[config.mk]
export PLATFORM = sky130hd
export DESIGN_NAME = icache_axi_burst_reader
export DESIGN_NICKNAME = d
export VERILOG_FILES = /design/src/rtl/icache_axi_burst_reader.sv
export SDC_FILE = /design/constraint.sdc
export NUM_CORES = 1
export LEC_CHECK = 0
export CAP_MARGIN = 25
export CORE_MARGIN = 2
export CORE_UTILIZATION = 34
export CTS_CLUSTER_SIZE = 12
export DETAILED_ROUTE_END_ITERATION = 16
export PLACE_DENSITY = 0.87
export SYNTH_ARGS = -nofsm -noshare
export SYNTH_HDL_FRONTEND = slang
export SYNTH_SLANG_ARGS = --single-unit
[constraint.sdc]
create_clock -name clk -period 2.55 [get_ports clk]
set_clock_uncertainty 0.1 [all_clocks]
set_input_delay 0.51 -clock clk [delete_from_list [all_inputs] [get_ports clk]]
set_output_delay 0.51 -clock clk [all_outputs]
set_load 0.02 [all_outputs]
[src/rtl/icache_axi_burst_reader.sv]
// I-cache line-fill engine: one request becomes one AXI4 INCR read burst, streamed back beat by beat.
// Optional rresp/rlast checking on bus_err is built when ICACHE_AXI_RESP_CHECK_EN is defined.
module icache_axi_burst_reader #(
  parameter int          BURST_LEN = 16,
  parameter int          LINE_LSB  = 6,
  parameter logic [3:0]  AXI_ID    = 4'd0
) (
  input  logic        clk,
  input  logic        rst,
  input  logic        inst_read_req,
  input  logic [31:0] inst_addr_mmu,
  output logic        inst_addr_ok,
  output logic [31:0] inst_read_data,
  output logic        mmu_valid,
  output logic        mmu_last,
  output logic [3:0]  arid,
  output logic [31:0] araddr,
  output logic [7:0]  arlen,
  output logic [2:0]  arsize,
  output logic [1:0]  arburst,
  output logic        arvalid,
  input  logic        arready,
  input  logic [31:0] rdata,
  input  logic [1:0]  rresp,
  input  logic        rlast,
  input  logic        rvalid,
  output logic        rready,
  output logic        bus_err
);

  localparam int CNT_W = (BURST_LEN > 1) ? $clog2(BURST_LEN) : 1;
  localparam logic [CNT_W-1:0] LAST_BEAT = CNT_W'(BURST_LEN - 1);

  typedef enum logic [1:0] {IDLE, ADDR, DATA} state_t;

  state_t           state, state_nxt;
  logic [CNT_W-1:0] beat_cnt;
  logic             beat;
  logic             final_beat;

  // Handshakes: a transfer happens on any rising edge where valid && ready are both high;
  // arvalid/araddr stay stable until arready, and every rvalid beat in DATA is taken (rready=1).
  assign beat           = rready & rvalid;
  assign final_beat     = beat & (beat_cnt == LAST_BEAT);
  assign mmu_valid      = beat;
  assign mmu_last       = final_beat;
  assign inst_read_data = rdata;

  assign arid    = AXI_ID;
  assign arlen   = 8'(BURST_LEN - 1);
  assign arsize  = 3'b010;
  assign arburst = 2'b01;

  always_comb begin
    state_nxt    = state;
    inst_addr_ok = 1'b0;
    rready       = 1'b0;
    case (state)
      IDLE: begin
        inst_addr_ok = inst_read_req;
        if (inst_read_req) state_nxt = ADDR;
      end
      ADDR: begin
        if (arready) state_nxt = DATA;
      end
      DATA: begin
        rready = 1'b1;
        if (final_beat) state_nxt = IDLE;
      end
      default: state_nxt = IDLE;
    endcase
  end

  always_ff @(posedge clk) begin
    if (rst) begin
      state    <= IDLE;
      arvalid  <= 1'b0;
      araddr   <= '0;
      beat_cnt <= '0;
    end else begin
      state <= state_nxt;
      case (state)
        IDLE: begin
          if (inst_read_req) begin
            araddr   <= {inst_addr_mmu[31:LINE_LSB], {LINE_LSB{1'b0}}};
            arvalid  <= 1'b1;
            beat_cnt <= '0;
          end
        end
        ADDR: begin
          if (arready) arvalid <= 1'b0;
        end
        DATA: begin
          // Wraps to zero on the final beat, so the next burst starts clean either way.
          if (beat) beat_cnt <= beat_cnt + 1'b1;
        end
        default: ;
      endcase
    end
  end

`ifdef ICACHE_AXI_RESP_CHECK_EN
  always_ff @(posedge clk) begin
    if (rst) begin
      bus_err <= 1'b0;
    end else if (beat && ((rresp != 2'b00) || (rlast != (beat_cnt == LAST_BEAT)))) begin
      bus_err <= 1'b1;
    end
  end
`else
  logic unused_resp;
  assign unused_resp = ^{rresp, rlast};
  assign bus_err     = 1'b0;
`endif

endmodule

==> qor.csv, run 1 <==
metric,value,unit
fillcell total,502,
Detail Route Antenna Nets,0,
# hold bufs at CTS,0,
Layout area overhead,22.8,%
First-pass DRT Iterations,4,
Crit Path Class,in2out,
IO buf count,61,
CP cell instances,clkdlybuf4s50_1 > or3b_1 > inv_4 > dlygate4sd2_1,
"Async S/R FF share, synth",0,%
Net Sw Power,357,uW
Post-Synthesis Cells,217,
Worst-Skew Late Latency,270,ps
CP top delay family,buffers and inverters,
number of global-route vias before repair,1324,
class of the worst hold path,reg2reg,
initial detailed-routing violation count,23,
Worst Path Required,1940,ps
"Avg Cell Area, Syn",8.18,um2
initial core utilization,35.0,%
"Buf+Inv Stages, Crit Path",3,
crit-path max FO,2,
first-pass GRT wire length,6.15,mm
initial antenna violation count,0,
Congestion Overflow GR,0,
root buf cell,clkbuf_8,
Clk pwr share,29.8,%
part of the power in registers,46.1,%
CTS Sinks,33,
slowest cell on the critical path,clkdlybuf4s50_1,
most frequent cell after synthesis,buf_4,
status,completed,
final setup fails,0,
min cycle time layout,2420,ps
worst hold slack,352,ps
Die ar.,5810,um2
Die Span Y,76.2,um
CORE AREA,5070,um2
switching portion of total power,29.0,%
worst path arrival time,1810,ps
synth warn,0,
Num CTS Buffers,5,
Synth top cells by count,"buf_4, nand2_1, dfxtp_1",
VDD IR-drop max,0.278,mV
CTS Buffer Depth,2,
# Post-CTS Setup Buffers,0,
Clock Pin Slew Worst Setup and Hold Paths,60,ps
Synth Register Bits,33,
max_cap viols,0,
Leak Pwr,0.849,nW
Tcrit/Tclk final,94.9,%
Post-DP HPWL,2.63,mm
crit path capture type,primary output,
Worst setup SP type,input port,
post-synth top area cell,dfxtp_1,
"EDFF count, synth",0,
Placed Cells,309,
GRT Total Usage,12.8,%
sequential area share after synthesis,37.2,%
cell-internal power,875,uW
placer congestion estimate,0.772,
RSZ-0062 raised after global routing,no,
DRT Wirelength,3.63,mm
fmax,0.413,GHz
H-tree Lvls,2,
Vias,1395,
Pwr Density,565,nW/um2
final hold vios,0,
I/O Pins,159,
# diodes,0,
share of the synthesized area in the top cell type,37.2,%
Residual DRC,0,
share of layout cells above drive strength 1,10.9,%
nets,319,
number of core rows,26,
Synth Cell Area,1770,um2
Die X,76.2,um
CTS tree,built,
Final Slew Violations,0,
setup_tns,0,ps
Synth area leaders,"dfxtp_1, buf_4, nand2_1",
Comb pwr share,24.1,%
predominant post-synthesis flop cell,dfxtp_1,
largest net degree at the start of global routing,29,
CP max stage delay,480,ps
vias per inst,4.40,
final core utilization,42.9,%
DR WL/cell,11.5,um
non-filler instance count after layout,317,
Synth cell types,30,
-- power groups by stage --
stage | sequential (mW) | clock (mW) | combinational (mW)
floorplan | 0.613 | 0 | 0.244
global placement | 0.578 | 0 | 0.295
detailed placement | 0.580 | 0 | 0.300
CTS | 0.568 | 0.391 | 0.300
global route | 0.573 | 0.412 | 0.321
finish | 0.567 | 0.367 | 0.297
-- state kept, by name, indices dropped and copies added (netlist names) --
name and count:
araddr 26, arvalid 1, beat_cnt 4, state 2
-- timing repair --
action,CTS,global route
endpoints found under the hold margin,0,0
pin swaps,0,0
resized for setup,2,1
setup endpoints to repair,2,1
-- metrics by stage --
stage | setup WS, ps | cell area [um2] | total power, mW
2_1_floorplan | 633 | 1860 | 0.857
3_3_place_gp | -148 | 2100 | 0.873
3_5_place_dp | -138 | 2100 | 0.880
4_1_cts | 56.8 | 2180 | 1.26
5_1_grt | 55.8 | 2180 | 1.31
6_report | 130 | 2180 | 1.23
-- cell type report --
type                       count  area [um2]  share of cell area (%)
sequential                    33         661                    30.3
timing repair buffer          68         663                    30.4
tap                           70        87.6                    4.02
inverter                       2        10.0                   0.460
clock buffer                   8        80.1                    3.68
multi-input combinational    136         677                    31.1
-- worst min-delay path: cells and delay by family (launching register included) --
family / cells / cell delay [ps]
flip-flops: 1 / 310
AO/OA/AOI/OAI: 1 / 50
AND/OR/NAND/NOR: 1 / 50
-- layer usage --
layer  GRT usage, %  vias up  routed length [um]
li1               -      671                   -
met1           14.2      648                1520
met2           22.6       70                1800
met3           4.38        6                 286
met4           4.73        0                  25
met5              0        -                   0
-- logic make-up after synthesis --
| kind of cell | Yosys count | share of synthesized area, % |
|---|---|---|
| fa+ha+maj | 1 | 0.705 |
| buf+inv | 70 | 29.3 |
| compound gates | 38 | 13.9 |
| simple gates | 72 | 18.0 |
| other cells | 2 | 0.423 |
| xor+xnor | 1 | 0.494 |
| flops | 33 | 37.2 |
-- cell usage in the layout, fill, tap and decap left out, types with 2 or more instances in the layout --
cell	instances
a21oi_1	19
a21oi_2	10
buf_4	7
clkbuf_1	3
clkbuf_8	5
clkdlybuf4s50_1	58
conb_1	24
dfxtp_1	33
dlygate4sd2_1	2
nand2_1	53
nand2_2	4
nand4_1	2
nor2_1	2
nor2b_1	3
nor3b_1	2
o21ai_0	3
o21bai_1	2
-- worst paths after layout --
kind | start | end | slack [ps] | cells after the start
setup / recovery | inst_read_req | inst_addr_ok | 130 | 4
hold / removal | araddr[12] | araddr[12] | 350 | 2
setup reg to reg | state[0] | araddr[19] | 900 | 5
hold reg to reg | araddr[12] | araddr[12] | 350 | 2
(Power assumes the default switching activity.)
==> inputs of run 2 (changes only) <==
--- a/config.mk
+++ b/config.mk
@@ -11,6 +11,8 @@
 export CTS_CLUSTER_SIZE = 12
 export DETAILED_ROUTE_END_ITERATION = 16
 export PLACE_DENSITY = 0.87
+export RECOVER_POWER = 50
+export SETUP_SLACK_MARGIN = 0.05
 export SYNTH_ARGS = -nofsm -noshare
 export SYNTH_HDL_FRONTEND = slang
 export SYNTH_SLANG_ARGS = --single-unit
==> run 2 against run 1 <==
Against the previous run:
- combinational power decreased by 2%
- highest routed layer unchanged
- routed wire length is 0.11% lower
- worst setup slack stayed put
- total power decreased by 0.54%
- sequential cell count unchanged
==> qor.csv, run 2 (synthesis results as in run 1) <==
metric,value,unit
r2r startpoint,state[0],
IO buf count,61,
class of the worst hold path,reg2reg,
I/O Pins,159,
initial antenna violation count,0,
"commonest non-fill, non-tap cell in the layout",nand2_1,
switching portion of total power,29.1,%
initial core utilization,35.0,%
worst path arrival time,1810,ps
R2R cell count,5,
Net Sw Power,356,uW
# diodes,0,
fmax,0.413,GHz
Comb pwr share,23.7,%
Crit Path Class,in2out,
final hold vios,0,
Residual DRC,0,
CORE AREA,5070,um2
worst setup margin,130,ps
"Most flops, register",araddr,
DRT Wirelength,3.63,mm
largest net degree at the start of global routing,29,
Pwr Density,564,nW/um2
Clock Pin Slew Worst Setup and Hold Paths,60,ps
Largest register FFs,26,
H-tree Lvls,2,
First-pass DRT Iterations,4,
final setup fails,0,
nets,319,
number of global-route vias before repair,1324,
Leak Pwr,0.873,nW
VDD IR-drop max,0.278,mV
crit-path max FO,2,
"commonest non-fill, non-tap cells in the layout","nand2_1, clkdlybuf4s50_1, dfxtp_1",
DR WL/cell,11.4,um
hold endpoint,araddr[12],
Worst Path Required,1940,ps
share of layout cells above drive strength 1,10.1,%
hold path start,araddr[12],
Final Slew Violations,0,
CTS tree,built,
Die ar.,5810,um2
RSZ-0062 raised after global routing,no,
CTS Sinks,33,
first-pass GRT wire length,6.15,mm
Tcrit/Tclk final,94.9,%
Detail Route Antenna Nets,0,
max_cap viols,0,
non-filler instance count after layout,317,
Worst Hold Depth,2,
Die Span Y,76.2,um
status,completed,
final core utilization,42.8,%
crit path capture type,primary output,
min cycle time layout,2420,ps
Worst setup SP type,input port,
Die X,76.2,um
GRT Total Usage,12.8,%
relative slew slack,48.4,%
placer congestion estimate,0.772,
Layout area overhead,22.4,%
total power,1.23,mW
CTS Buffer Depth,2,
root buf cell,clkbuf_8,
Top Registers,"araddr: 26 flops, beat_cnt: 4 flops, state: 2 flops",
Num CTS Buffers,5,
worst slew pin tran,774,ps
worst r2r dst,araddr[19],
Post-DP HPWL,2.63,mm
initial detailed-routing violation count,23,
Vias,1396,
Clk pwr share,30.0,%
dpl ws,-138,ps
"reg-to-reg slack, setup",900,ps
Worst-Skew Late Latency,270,ps
part of the power in registers,46.3,%
Crit. Startpoint,inst_read_req,
number of core rows,26,
Congestion Overflow GR,0,
vias per inst,4.40,
# hold bufs at CTS,0,
cell-internal power,869,uW
Placed Cells,309,
## run 2: worst max path at each step
stage	endpoint	slack, ps	cells past startpoint
after floorplan	mmu_valid	630	3
after global placement	inst_addr_ok	-150	4
after detailed placement	inst_addr_ok	-140	4
after CTS	mmu_valid	60	4
after global routing	mmu_last	50	4
final	inst_addr_ok	130	4
## run 2: power groups by stage
stage	clock, mW	sequential (mW)	combinational [mW]
floorplan	0	0.613	0.244
global placement	0	0.578	0.295
detailed placement	0	0.580	0.300
CTS	0.391	0.568	0.300
global route	0.412	0.572	0.314
finish	0.367	0.567	0.291
## run 2: critical path: stages
cell	delay, ps
clkdlybuf4s50_1	480
or3b_1	410
inv_4	70
dlygate4sd2_1	330
## run 2: cell type report
| class | instances | area (um2) |
|---|---|---|
| Timing Repair Buffer | 68 | 656 |
| Tap cell | 70 | 87.6 |
| Multi-Input combinational cell | 136 | 677 |
| Fill cell | 502 | 2900 |
| Inverter | 2 | 10.0 |
| Sequential cell | 33 | 661 |
| Clock buffer | 8 | 80.1 |
## run 2: stage by stage
| stage | cell area [um2] | hold slack [ps] | TNS, ps |
|---|---|---|---|
| floorplan | 1860 | 362 | 0 |
| global placement | 2100 | 340 | -183 |
| detailed placement | 2100 | 348 | -195 |
| CTS | 2180 | 357 | 0 |
| global route | 2170 | 376 | 0 |
| finish | 2170 | 349 | 0 |
## run 2: timing repair
item | 4_1_cts | 5_1_grt
endpoints found under the setup margin | 2 | 1
setup buffers | 0 | 0
resized for setup | 2 | 1
pin swaps | 0 | 0
## run 2: layer usage
| metal | GRT usage (%) | up-vias | share of wire, % |
|---|---|---|---|
| met5 | 0 | - | 0 |
| met4 | 4.73 | 0 | 0.69 |
| met3 | 4.38 | 6 | 7.9 |
| met2 | 22.6 | 70 | 50 |
| met1 | 14.2 | 648 | 42 |
| li1 | - | 672 | - |
==> inputs of run 3 (changes only) <==
--- a/config.mk
+++ b/config.mk
@@ -6,10 +6,11 @@
 export NUM_CORES = 1
 export LEC_CHECK = 0
 export CAP_MARGIN = 25
-export CORE_MARGIN = 2
+export CORE_MARGIN = 5
 export CORE_UTILIZATION = 34
 export CTS_CLUSTER_SIZE = 12
 export DETAILED_ROUTE_END_ITERATION = 16
+export GPL_TIMING_DRIVEN = 1
 export PLACE_DENSITY = 0.87
 export RECOVER_POWER = 50
 export SETUP_SLACK_MARGIN = 0.05
==> run 3 against run 2 <==
Against the previous run:
- via count shrank 2.6%
- clock power up 5%
- register-to-register slack worse by 200 ps
- count of clock-buffer cells in the layout decreased by 1
- critical endpoint unchanged
- largest cell class unchanged
==> qor.csv, run 3 (synthesis results as in run 1) <==
metric,value,unit
relative slew slack,47.3,%
number of global-route vias before repair,1318,
crit-path max FO,2,
initial detailed-routing violation count,21,
Top Registers,"araddr: 26 flops, beat_cnt: 4 flops, state: 2 flops",
Pwr Density,569,nW/um2
fillcell total,522,
"commonest non-fill, non-tap cell in the layout",nand2_1,
Num CTS Buffers,5,
crit path capture type,primary output,
placer congestion estimate,0.781,
worst slew pin tran,790,ps
VDD IR-drop max,0.233,mV
CTS Sinks,33,
Residual DRC,0,
# Post-CTS Setup Buffers,0,
Detail Route Antenna Nets,0,
Crit Path Class,in2out,
DR WL/cell,11.8,um
r2r startpoint,state[1],
# diodes,0,
I/O Pins,159,
root buf cell,clkbuf_8,
initial antenna violation count,0,
class of the worst hold path,reg2reg,
status,completed,
Final Slew Violations,0,
"commonest non-fill, non-tap cells in the layout","nand2_1, clkdlybuf4s50_1, dfxtp_1",
max_cap viols,0,
first-pass GRT wire length,5.85,mm
H-tree Lvls,2,
final setup fails,0,
RSZ-0062 raised after global routing,no,
CORE AREA,5070,um2
share of layout cells above drive strength 1,10.9,%
number of core rows,26,
CTS Buffer Depth,2,
dpl ws,-143,ps
nets,320,
Clock Pin Slew Worst Setup and Hold Paths,60,ps
Congestion Overflow GR,0,
First-pass DRT Iterations,4,
min cycle time layout,2430,ps
largest net degree at the start of global routing,29,
fmax,0.412,GHz
IO buf count,61,
Largest register FFs,26,
worst setup margin,124,ps
Worst-Skew Late Latency,270,ps
initial core utilization,35.0,%
DP Area,2110,um2
Die Span Y,82.2,um
worst path arrival time,1820,ps
total power,1.24,mW
Vias,1360,
Crit. Startpoint,inst_read_req,
DRT Wirelength,3.73,mm
Layout area overhead,22.9,%
"Most flops, register",araddr,
Worst Path Required,1940,ps
Post-DP HPWL,2.75,mm
design area,2180,um2
Tcrit/Tclk final,95.1,%
Worst setup SP type,input port,
CTS tree,built,
Die ar.,6760,um2
Leak Pwr,0.871,nW
vias per inst,4.29,
final hold vios,0,
GRT Total Usage,11.2,%
hold path start,araddr[15],
Die X,82.2,um
run 3: cell types whose count changed in the layout (fill, tap and decap cells not counted), sizes merged:
cell           before  now
inv                 2    1
clkinvlp            0    1
clkdlybuf4s50      45   47
dlygate4sd3        13   11
run 3: area by class of cell:
| type | instances | area, um2 | area share (%) |
|---|---|---|---|
| multi-input combinational | 136 | 677 | 31.0 |
| sequential | 33 | 661 | 30.3 |
| timing repair buffer | 69 | 661 | 30.3 |
| tap | 70 | 87.6 | 4.02 |
| clock buffer | 7 | 86.3 | 3.96 |
| inverter | 2 | 8.76 | 0.402 |
run 3: per-layer routing:
metal  vias to the layer above  GRT usage (%)  part of all wire, %
met5                         -              0                    0
met4                         0           4.49                  1.8
met3                         9           5.42                   13
met2                        76           18.8                   46
met1                       603           12.1                   39
li1                        672              -                    -
run 3: critical path, stage by stage:
cell	delay, ps
clkdlybuf4s50_1	480
or3b_1	380
clkinvlp_2	100
dlygate4sd2_1	340
run 3: where the power goes:
part / leakage (nW) / internal (mW) / switching (mW)
clock: 0.0443 / 0.214 / 0.170
sequential: 0.270 / 0.549 / 0.0158
combinational: 0.557 / 0.128 / 0.165
total: 0.871 / 0.890 / 0.351
run 3: path summary, 6_finish.rpt:
| kind | end | slack (ps) | cells after the start |
|---|---|---|---|
| worst max-delay path | inst_addr_ok | 120 | 4 |
| worst min-delay path | araddr[15] | 350 | 2 |
| worst max register to register | araddr[22] | 700 | 5 |
| worst min register to register | araddr[15] | 350 | 2 |
run 3: what timing repair did:
item | 4_1_cts | 5_1_grt
endpoints found under the setup margin | 2 | 1
gates resized for setup | 2 | 1
hold buffers | 0 | 0
run 3: through the flow:
step	setup TNS [ps]	hold slack [ps]	util [%]	instances
after floorplan	0	362	-	239
after global placement	-167	341	41.5	310
after detailed placement	-168	346	41.5	310
after CTS	0	355	43.1	317
after global routing	0	370	43.0	317
final	0	350	43.0	317
